===== src/rtl/fpu_f32_div_iter.sv =====
// fpu_f32_div_iter: LANES-wide IEEE-754 F32 restoring divider, one shared FSM.
// Define FPU_DIV_FLAGS_EN to add the per-lane exception FLAGS output.
module fpu_f32_div_iter #(
    parameter int LANES      = 2,
    parameter int RADIX_BITS = 1
) (
    input  logic                MCLK,
    input  logic                RST,
    input  logic                IN_VALID,
    output logic                IN_READY,
    input  logic [32*LANES-1:0] A,
    input  logic [32*LANES-1:0] B,
    output logic                OUT_VALID,
    input  logic                OUT_READY,
    output logic [32*LANES-1:0] O,
`ifdef FPU_DIV_FLAGS_EN
    output logic [5*LANES-1:0]  FLAGS,
`endif
    output logic                BUSY,
    output logic                INTR
);
    localparam int         N    = 26 / RADIX_BITS;
    localparam logic [4:0] LAST = 5'(N - 1);

    if (RADIX_BITS != 1 && RADIX_BITS != 2) begin : g_bad_radix
        $error("RADIX_BITS must be 1 or 2");
    end

    typedef enum logic [2:0] {
        S_IDLE, S_PREP, S_ITER, S_ROUND, S_DONE
    } state_t;

    state_t     r_state;
    state_t     w_next;
    logic [4:0] r_cnt;
    logic       r_out_valid;
    logic       r_intr;
    logic       w_accept;
    logic       w_load_o;

    assign IN_READY  = (r_state == S_IDLE) && !RST;
    assign BUSY      = (r_state != S_IDLE);
    assign OUT_VALID = r_out_valid;
    assign INTR      = r_intr;
    assign w_accept  = IN_VALID && IN_READY;
    assign w_load_o  = (r_state == S_DONE) && !r_out_valid;

    // One restoring step: {next partial remainder, quotient bit}
    function automatic logic [25:0] f_step(
        input logic [24:0] rem,
        input logic [23:0] dv
    );
        logic        ge;
        logic [23:0] dif;
        ge  = rem >= {1'b0, dv};
        dif = rem[23:0] - dv;
        return {ge ? dif : rem[23:0], 1'b0, ge};
    endfunction

    always_ff @(posedge MCLK or posedge RST) begin
        if (RST) begin
            r_state     <= S_IDLE;
            r_cnt       <= '0;
            r_out_valid <= 1'b0;
            r_intr      <= 1'b0;
        end else begin
            r_state <= w_next;
            r_cnt   <= (r_state == S_ITER) ? r_cnt + 5'd1 : 5'd0;
            r_intr  <= w_load_o;
            if (w_load_o)
                r_out_valid <= 1'b1;
            else if (r_out_valid && OUT_READY)
                r_out_valid <= 1'b0;
        end
    end

    always_comb begin
        w_next = r_state;
        unique case (r_state)
            S_IDLE:  if (w_accept) w_next = S_PREP;
            S_PREP:  w_next = S_ITER;
            S_ITER:  if (r_cnt == LAST) w_next = S_ROUND;
            S_ROUND: w_next = S_DONE;
            S_DONE:  if (r_out_valid && OUT_READY) w_next = S_IDLE;
            default: w_next = S_IDLE;
        endcase
    end

    for (genvar i = 0; i < LANES; i++) begin : g_lane
        logic [31:0]       r_a, r_b;
        logic [24:0]       r_rem;
        logic [23:0]       r_div;
        logic [25:0]       r_q;
        logic signed [9:0] r_exp;
        logic              r_sgn, r_nan, r_inf, r_zero;
        logic [31:0]       r_res, r_o;

        logic [7:0]        w_ea, w_eb;
        logic [23:0]       w_ma, w_mb;
        logic              w_za, w_zb, w_ia, w_ib, w_na, w_nb, w_lt;
        logic [24:0]       w_rem_nx;
        logic [25:0]       w_q_nx;
        logic [24:0]       w_mr;
        logic signed [9:0] w_er;
        logic              w_up, w_st, w_ovf, w_unf;
        logic [31:0]       w_res;

        assign w_ea = r_a[30:23];
        assign w_eb = r_b[30:23];
        assign w_ma = {1'b1, r_a[22:0]};
        assign w_mb = {1'b1, r_b[22:0]};
        assign w_za = (w_ea == 8'd0);
        assign w_zb = (w_eb == 8'd0);
        assign w_ia = (w_ea == 8'hFF) && (r_a[22:0] == 23'd0);
        assign w_ib = (w_eb == 8'hFF) && (r_b[22:0] == 23'd0);
        assign w_na = (w_ea == 8'hFF) && (r_a[22:0] != 23'd0);
        assign w_nb = (w_eb == 8'hFF) && (r_b[22:0] != 23'd0);
        assign w_lt = w_ma < w_mb;

        if (RADIX_BITS == 2) begin : g_r2
            logic [25:0] w_s1, w_s2;
            assign w_s1     = f_step(r_rem, r_div);
            assign w_s2     = f_step(w_s1[25:1], r_div);
            assign w_rem_nx = w_s2[25:1];
            assign w_q_nx   = {r_q[23:0], w_s1[0], w_s2[0]};
        end else begin : g_r1
            logic [25:0] w_s1;
            assign w_s1     = f_step(r_rem, r_div);
            assign w_rem_nx = w_s1[25:1];
            assign w_q_nx   = {r_q[24:0], w_s1[0]};
        end

        // r_q = 24 mantissa bits, then guard [1] and round [0]
        assign w_st  = |r_rem;
        assign w_up  = r_q[1] & (r_q[0] | w_st | r_q[2]);
        assign w_mr  = {1'b0, r_q[25:2]} + {24'd0, w_up};
        assign w_er  = r_exp + {9'd0, w_mr[24]};
        assign w_ovf = w_er >= 10'sd255;
        assign w_unf = w_er <= 10'sd0;

        always_comb begin
            w_res = {r_sgn, w_er[7:0],
                     w_mr[24] ? w_mr[23:1] : w_mr[22:0]};
            if (r_nan)       w_res = 32'h7FC0_0000;
            else if (r_inf)  w_res = {r_sgn, 8'hFF, 23'd0};
            else if (r_zero) w_res = {r_sgn, 31'd0};
            else if (w_ovf)  w_res = {r_sgn, 8'hFF, 23'd0};
            else if (w_unf)  w_res = {r_sgn, 31'd0};
        end

        always_ff @(posedge MCLK or posedge RST) begin
            if (RST) begin
                r_a    <= '0;
                r_b    <= '0;
                r_rem  <= '0;
                r_div  <= '0;
                r_q    <= '0;
                r_exp  <= '0;
                r_sgn  <= 1'b0;
                r_nan  <= 1'b0;
                r_inf  <= 1'b0;
                r_zero <= 1'b0;
                r_res  <= '0;
                r_o    <= '0;
            end else begin
                if (w_accept) begin
                    r_a <= A[32*i +: 32];
                    r_b <= B[32*i +: 32];
                end
                if (r_state == S_PREP) begin
                    r_sgn  <= r_a[31] ^ r_b[31];
                    r_nan  <= w_na | w_nb | (w_za & w_zb) | (w_ia & w_ib);
                    r_inf  <= w_ia | w_zb;
                    r_zero <= w_za | w_ib;
                    r_div  <= w_mb;
                    r_rem  <= w_lt ? {w_ma, 1'b0} : {1'b0, w_ma};
                    r_q    <= '0;
                    r_exp  <= {2'b00, w_ea} - {2'b00, w_eb}
                              + 10'd127 - {9'd0, w_lt};
                end
                if (r_state == S_ITER) begin
                    r_rem <= w_rem_nx;
                    r_q   <= w_q_nx;
                end
                if (r_state == S_ROUND) r_res <= w_res;
                if (w_load_o) r_o <= r_res;
            end
        end

        assign O[32*i +: 32] = r_o;

`ifdef FPU_DIV_FLAGS_EN
        logic       r_inv, r_dz, r_dnm;
        logic [4:0] r_flg_res, r_flg;
        logic       w_arith;

        assign w_arith = !(r_nan || r_inf || r_zero);

        always_ff @(posedge MCLK or posedge RST) begin
            if (RST) begin
                r_inv     <= 1'b0;
                r_dz      <= 1'b0;
                r_dnm     <= 1'b0;
                r_flg_res <= '0;
                r_flg     <= '0;
            end else begin
                if (r_state == S_PREP) begin
                    r_inv <= (w_za & w_zb) | (w_ia & w_ib)
                             | (w_na & !r_a[22]) | (w_nb & !r_b[22]);
                    r_dz  <= w_zb & !w_za & !w_ia & !w_na;
                    r_dnm <= (w_za & |r_a[22:0]) | (w_zb & |r_b[22:0]);
                end
                if (r_state == S_ROUND)
                    r_flg_res <= {r_inv, r_dz, w_arith & w_ovf,
                                  r_dnm | (w_arith & w_unf),
                                  w_arith & (w_ovf | w_unf | r_q[1]
                                             | r_q[0] | w_st)};
                if (w_load_o) r_flg <= r_flg_res;
            end
        end

        assign FLAGS[5*i +: 5] = r_flg;
`endif
    end
endmodule


===== config.mk =====
export PLATFORM = sky130hd
export DESIGN_NAME = fpu_f32_div_iter
export DESIGN_NICKNAME = d
export VERILOG_FILES = /design/src/rtl/fpu_f32_div_iter.sv
export SDC_FILE = /design/constraint.sdc
export NUM_CORES = 1
export LEC_CHECK = 0
export BUFFER_PORTS_ARGS = -buffer_cell sky130_fd_sc_hd__buf_2
export CAP_MARGIN = 20
export CORE_ASPECT_RATIO = 1.1
export CORE_MARGIN = 3
export CORE_UTILIZATION = 45
export CTS_BUF_LIST = sky130_fd_sc_hd__clkbuf_2 sky130_fd_sc_hd__clkbuf_4 sky130_fd_sc_hd__clkbuf_8
export DETAILED_ROUTE_END_ITERATION = 10
export GPL_TIMING_DRIVEN = 1
export PLACE_DENSITY = 0.6
export SETUP_SLACK_MARGIN = 0.15
export SLEW_MARGIN = 20
export SYNTH_ARGS = -nofsm -noshare
export SYNTH_HDL_FRONTEND = slang
export SYNTH_SLANG_ARGS = --single-unit

===== constraint.sdc =====
create_clock -name MCLK -period 18.15 [get_ports MCLK]
set_input_delay 1.815 -clock MCLK [delete_from_list [all_inputs] [get_ports MCLK]]
set_output_delay 1.815 -clock MCLK [all_outputs]
set_load 0.05 [all_outputs]

; ---- After elaboration in Yosys (flattened, before gate mapping)
; Index checks and enable logic that the tools add are counted.
[totals]
output_inout_bits = 68
reg_bits = 444
[op_classes]
magnitude_cmp = 8
addsub = 13
eq_ne = 12
n_mux = 30
reduce_logical = 33
n_bitwise = 22
[ops]
columns = operator, count
row1 = $mux 31, 8
row2 = $mux 25, 6
row3 = $logic_not 23->1, 4
row4 = $reduce_bool 23->1, 4
row5 = $mux 26, 3
row6 = $mux 32, 2
row7 = $add 24x1->25, 2
row8 = $ge 25x24->1, 2
row9 = $reduce_or 25->1, 2
row10 = $lt 24x24->1, 2
row11 = $mux 24, 2
row12 = $sub 24x24->24, 2
row13 = $mux 23, 2
row14 = $eq 8x8->1 const B, 4
row15 = $logic_not 8->1, 4
row16 = $add 10x1->10, 2
row17 = $add 9x8->10 const B, 2
row18 = $ge 10x9->1 const B, 2
row19 = $le 10x1->1 const B, 2
row20 = $sub 10x1->10, 2
row21 = $sub 8x8->9, 2
row22 = $pmux 3 s5, 1
row23 = $or 1x1->1, 14
row24 = $logic_and 1x1->1, 12
row25 = other kinds (17), 30

; ---- Logic depth before layout (Yosys ltp)
[depth]
ltp_word = 12
ltp_mapped = 22

; ---- Worst setup path before layout
; Ideal clock, no wire load.
[synth_path]
path_kind = input to output
startpoint = input RST
endpoint = output IN_READY
stages = 1
t_arrival_ns = 2.498
path_slack_ns = 13.837
t_required_ns = 16.335
cell_sequence = nor2_1
[synth_via]
elab_chain_cells = 2
[synth_lines]
columns = item, line
row1 = "start, declared", 8  ; input logic RST,
row2 = $logic_not 1->1 (no line), --
row3 = $logic_and 1x1->1, 41  ; assign IN_READY = (r_state == S_IDLE) && !RST;
row4 = "end, declared", 10  ; output logic IN_READY,
; No other way between the ends.

; ---- Worst setup path after layout
[layout_path]
startpoint = register g_lane[0].r_q[1]
endpoint = register g_lane[0].r_res[19]
[layout_via]
elab_chain_cells = 9
elab_cells_between_ends = 11
classes_between = add/sub (2) / order compare (2) / mux (6) / bitwise (1)
[layout_lines]
columns = item, line
row1 = "start, declared", 93  ; logic [25:0] r_q;
row2 = "start signal, assigned", 183  ; r_q <= w_q_nx;
row3 = $and 1x1->1 (*), 135  ; assign w_up = r_q[1] & (r_q[0] | w_st | r_q[2]);
row4 = $add 24x1->25 (*), 136  ; assign w_mr = {1'b0, r_q[25:2]} + {24'd0, w_up};
row5 = $add 10x1->10, 137  ; assign w_er = r_exp + {9'd0, w_mr[24]};
row6 = $le 10x1->1, 139  ; assign w_unf = w_er <= 10'sd0;
row7 = $mux 31, 148  ; else if (w_unf) w_res = {r_sgn, 31'd0};
row8 = $mux 31 (*), 147  ; else if (w_ovf) w_res = {r_sgn, 8'hFF, 23'd0};
row9 = $mux 31 (*), 146  ; else if (r_zero) w_res = {r_sgn, 31'd0};
row10 = $mux 31 (*), 145  ; else if (r_inf) w_res = {r_sgn, 8'hFF, 23'd0};
row11 = $mux 32 (*), 144  ; if (r_nan) w_res = 32'h7FC0_0000;
row12 = "end signal, assigned", 185  ; if (r_state == S_ROUND) r_res <= w_res;
row13 = "end, declared", 96  ; logic [31:0] r_res, r_o;
; Every way passes the cells marked *; elsewhere a longest branch is shown, timed or not.
; A chain may end at the register's enable or synchronous reset.

==> results by group <==
Logic synthesis
  • Post-synth top area share: 44.9%
  • Largest cells by area after synthesis: dfrtp_1 (45%), mux2_2 (9.6%), ha_1 (6.7%)
  • Fraction of registers with async set/reset: 100%
  • Synthesized instance count: 2,476
  • Post-Syn Nets: 2,746
  • FF+latch count, synth: 443
  • Syn Std Cell Area: 24,700 sq um
  • Yosys warns: 0
  • Sequential area share after synthesis: 44.9%
  • Ys flop type: dfrtp_1
  • Post-synth EDFFs: 0
  • Synth area leader: dfrtp_1
  • Post-Syn Area per Cell: 9.98 sq um
  • Post-synth cell types: 79

Worst setup path
  • CP Data Required Time: 18.71 ns
  • RR Startpoint: g_lane[0].r_q[1]
  • Critical Path Start Type: flop
  • Worst Setup Path Type: reg -> reg
  • Reg2reg setup slack: 13.30 ns
  • Max Fanout on Critical Path: 10
  • Worst R2R End: g_lane[0].r_res[19]
  • Critical path arrival: 5.41 ns
  • Worst Reg-to-Reg Cells: 17
  • CP Capture Type: flop

GRT
  • Remaining global-route overflow: 0
  • Pin count of the biggest net entering global routing: 160
  • Vias in the first global route: 19.5k
  • Initial antenna violation count: 0
  • First-pass GRT wire length: 106 mm
  • All-layer global routing usage: 22.7%

Power and ir drop
  • Int Pwr: 0.00336 W
  • Logic pwr share: 54.7%
  • Sequential power share: 29.0%
  • VDD IR max: 0.105 mV
  • Leakage: 13.1 nW
  • Switching Fraction: 45.0%
  • P_sw: 0.00275 W
  • Clk pwr share: 16.3%
  • P per Cell Area: 217 nW/um^2

Placed design
  • Placed insts: 3,317
  • Pre-CTS WS: 13.30 ns
  • Port bufs: 199
  • Gpl congestion: 0.927
  • Post-DP HPWL: 47.4 mm

Clocking
  • CTS tree: done
  • Clock sinks: 443
  • Post-CTS Setup Inserts: 0
  • Max clock buf depth: 3
  • Worst skew pair latency: 0.66 ns
  • CTS hold repair buffers: 0
  • Post-CTS sizing: 0
  • Clock transition at the registers of the reported paths: 0.06 ns
  • Total CTS buffers: 79
  • Root buf cell: clkbuf_8
  • H-tree levels: 3

Floorplanning
  • Die area: 57,700 sq um
  • Die height: 252 um
  • Die width: 229 um
  • Starting Density: 45.7%
  • Row cnt: 89
  • Ports: 200
  • Core area: 54,000 sq um

STA
  • Worst-margin pin slew: 1.00 ns
  • Slew headroom: 32.9%
  • Fmax: 206 MHz
  • Final Hold Fails: 0
  • Final worst setup slack: 13.30 ns
  • Slew Viols, Final: 0
  • RSZ-0062 raised after global routing: no
  • Clock skew: 0.0281 ns
  • Final setup viols: 0
  • Min Hold Slack: 0.478 ns
  • Total Negative Setup Slacks: 0 ns
  • Final period util: 26.7%
  • Tmin final: 4.85 ns

Detailed routing
  • ANT nets after route: 0
  • Initial DRT Pass Iterations: 5
  • Starting DRT DRC Count: 1,226
  • Routed len/inst: 19.2 um
  • Vias: 19.8k
  • Remaining DRCs: 0
  • Routed WL: 66.6 mm
  • Via/cell ratio: 5.71

Hold path
  • Hold Path Stages: 2
  • Hold Crit Endpoint: g_lane[0].r_res[11]
  • Hold WC Path Type: reg -> reg
  • Critical hold path startpoint: g_lane[0].r_res[11]

Finish
  • Share of post-route cells with drive strength above 1: 22.7%
  • Area Growth Syn to Fin: 13.8%
  • N_diodes: 0
  • Net count, final: 2,940
  • Final Util: 52.0%
  • Final instance count without filler cells: 3,460

Job
  • Max-capacitance violation count: 0

Outcome
  • Status: finished clean
## worst max-delay path by stage
| stage | start | to | slack [ns] |
|---|---|---|---|
| floorplan | RST | INTR | 3.99 |
| global placement | g_lane[1].r_b[17] | g_lane[1].r_exp[9] | 13.54 |
| detailed placement | g_lane[0].r_q[1] | g_lane[0].r_res[19] | 13.30 |
| CTS | g_lane[0].r_q[1] | g_lane[0].r_res[19] | 13.28 |
| global route | g_lane[0].r_q[1] | g_lane[0].r_res[19] | 12.79 |
| finish | g_lane[0].r_q[1] | g_lane[0].r_res[19] | 13.30 |
## cell usage after synthesis (11+ instances only)
cell	count
xnor2_1	57
o21bai_1	12
and2_1	12
clkbuf_1	84
a211oi_1	22
o211ai_1	27
o21ai_0	198
xor2_1	44
dfrtp_1	443
nand2_1	222
a22o_1	51
a31oi_1	24
mux2_2	211
a21o_1	47
nand2b_1	14
ha_1	132
nand3_1	89
nor2_1	134
and3_1	23
a21oi_1	108
inv_1	160
nor2b_1	11
mux2i_1	14
nand4_1	38
or3_1	13
nor3_1	32
a221o_1	13
o21a_1	18
nor4_1	50
## state kept, by name (all words and copies together), names as in the netlist, 3 cells and up
signal / flops
r_state: 3
g_lane.r_a: 64
g_lane.r_o: 64
g_lane.r_exp: 20
g_lane.r_div: 47
r_cnt: 5
g_lane.r_res: 64
g_lane.r_b: 64
g_lane.r_q: 52
g_lane.r_rem: 50
## layer usage
layer,GRT usage [%],wire length [um]
met4,8.28,2030
met3,4.16,3540
met2,37.2,31600
met1,30.3,29400
met5,0,0
## placed cells by master, fill, tap and decap left out, types with 11 or more instances in the layout
cell type	n
mux2_2	211
o21ai_0	196
buf_2	199
a21o_1	47
a21oi_1	108
clkbuf_4	26
xor2_1	44
o21bai_1	12
a211oi_1	22
nand3_1	89
nand4_1	38
a221o_1	13
buf_4	19
dfrtp_1	443
clkbuf_8	102
nor4_1	50
mux2i_1	14
or3_1	13
inv_1	159
nand2b_1	14
nand2_1	220
nor2b_1	11
a31oi_1	24
nor3_1	32
a22o_1	51
nor2_1	132
and3_1	23
and2_1	11
xnor2_1	57
o21a_1	18
o211ai_1	27
ha_1	132
## stage by stage
step,instance area [sq um],power [W]
2_1_floorplan,24700,0.00426
3_3_place_gp,26400,0.00500
3_5_place_dp,26400,0.00509
4_1_cts,28100,0.00613
5_1_grt,28100,0.00663
6_report,28100,0.00611
## cell type report
| type | count | area [sq um] |
|---|---|---|
| fillers | 4986 | 25900 |
| inverters | 161 | 612 |
| flip-flops and latches | 443 | 11100 |
| well taps | 728 | 911 |
| clock buffers | 128 | 1600 |
| multi-input cells | 1766 | 12600 |
| repair buffers | 219 | 1160 |
| clock inverters | 15 | 123 |
## cell families (layout without fill, tap and decap cells)
| group | count (synthesis) | after routing | share of synthesized area (%) |
|---|---|---|---|
| AOI/OAI and AO/OA | 622 | 622 | 16.7 |
| DFF | 443 | 443 | 44.9 |
| adders and majority gates | 138 | 138 | 7.17 |
| xor gates and xnor gates | 101 | 101 | 3.58 |
| buffers and inverters | 267 | 523 | 4.16 |
| muxes | 225 | 225 | 10.2 |
| and+or+nand+nor | 680 | 680 | 13.3 |
## critical path: stages, from the launching register on
cell     delay (ns)
dfrtp_1        0.40
and2_1         0.20
ha_1           0.25
nand4_1        0.15
nor3_2         0.33
nand3_1        0.14
or3_1          0.49
inv_1          0.24
ha_1           0.23
ha_1           0.24
nand2_1        0.13
or4_1          0.45
nand4_1        0.15
o31ai_1        0.09
or3_1          0.41
nor4_2         0.31
nand2_1        0.31
o21ai_0        0.25
## power by group through the flow
stage	Clock (W)	Combinational (W)	Sequential, W
finish	0.000997	0.00334	0.00177
global route	0.00107	0.00373	0.00182
CTS	0.00103	0.00333	0.00177
detailed placement	0	0.00331	0.00178
global placement	0	0.00323	0.00177
floorplan	0	0.00255	0.00170
Note: power is estimated with default switching activity, not from simulation.
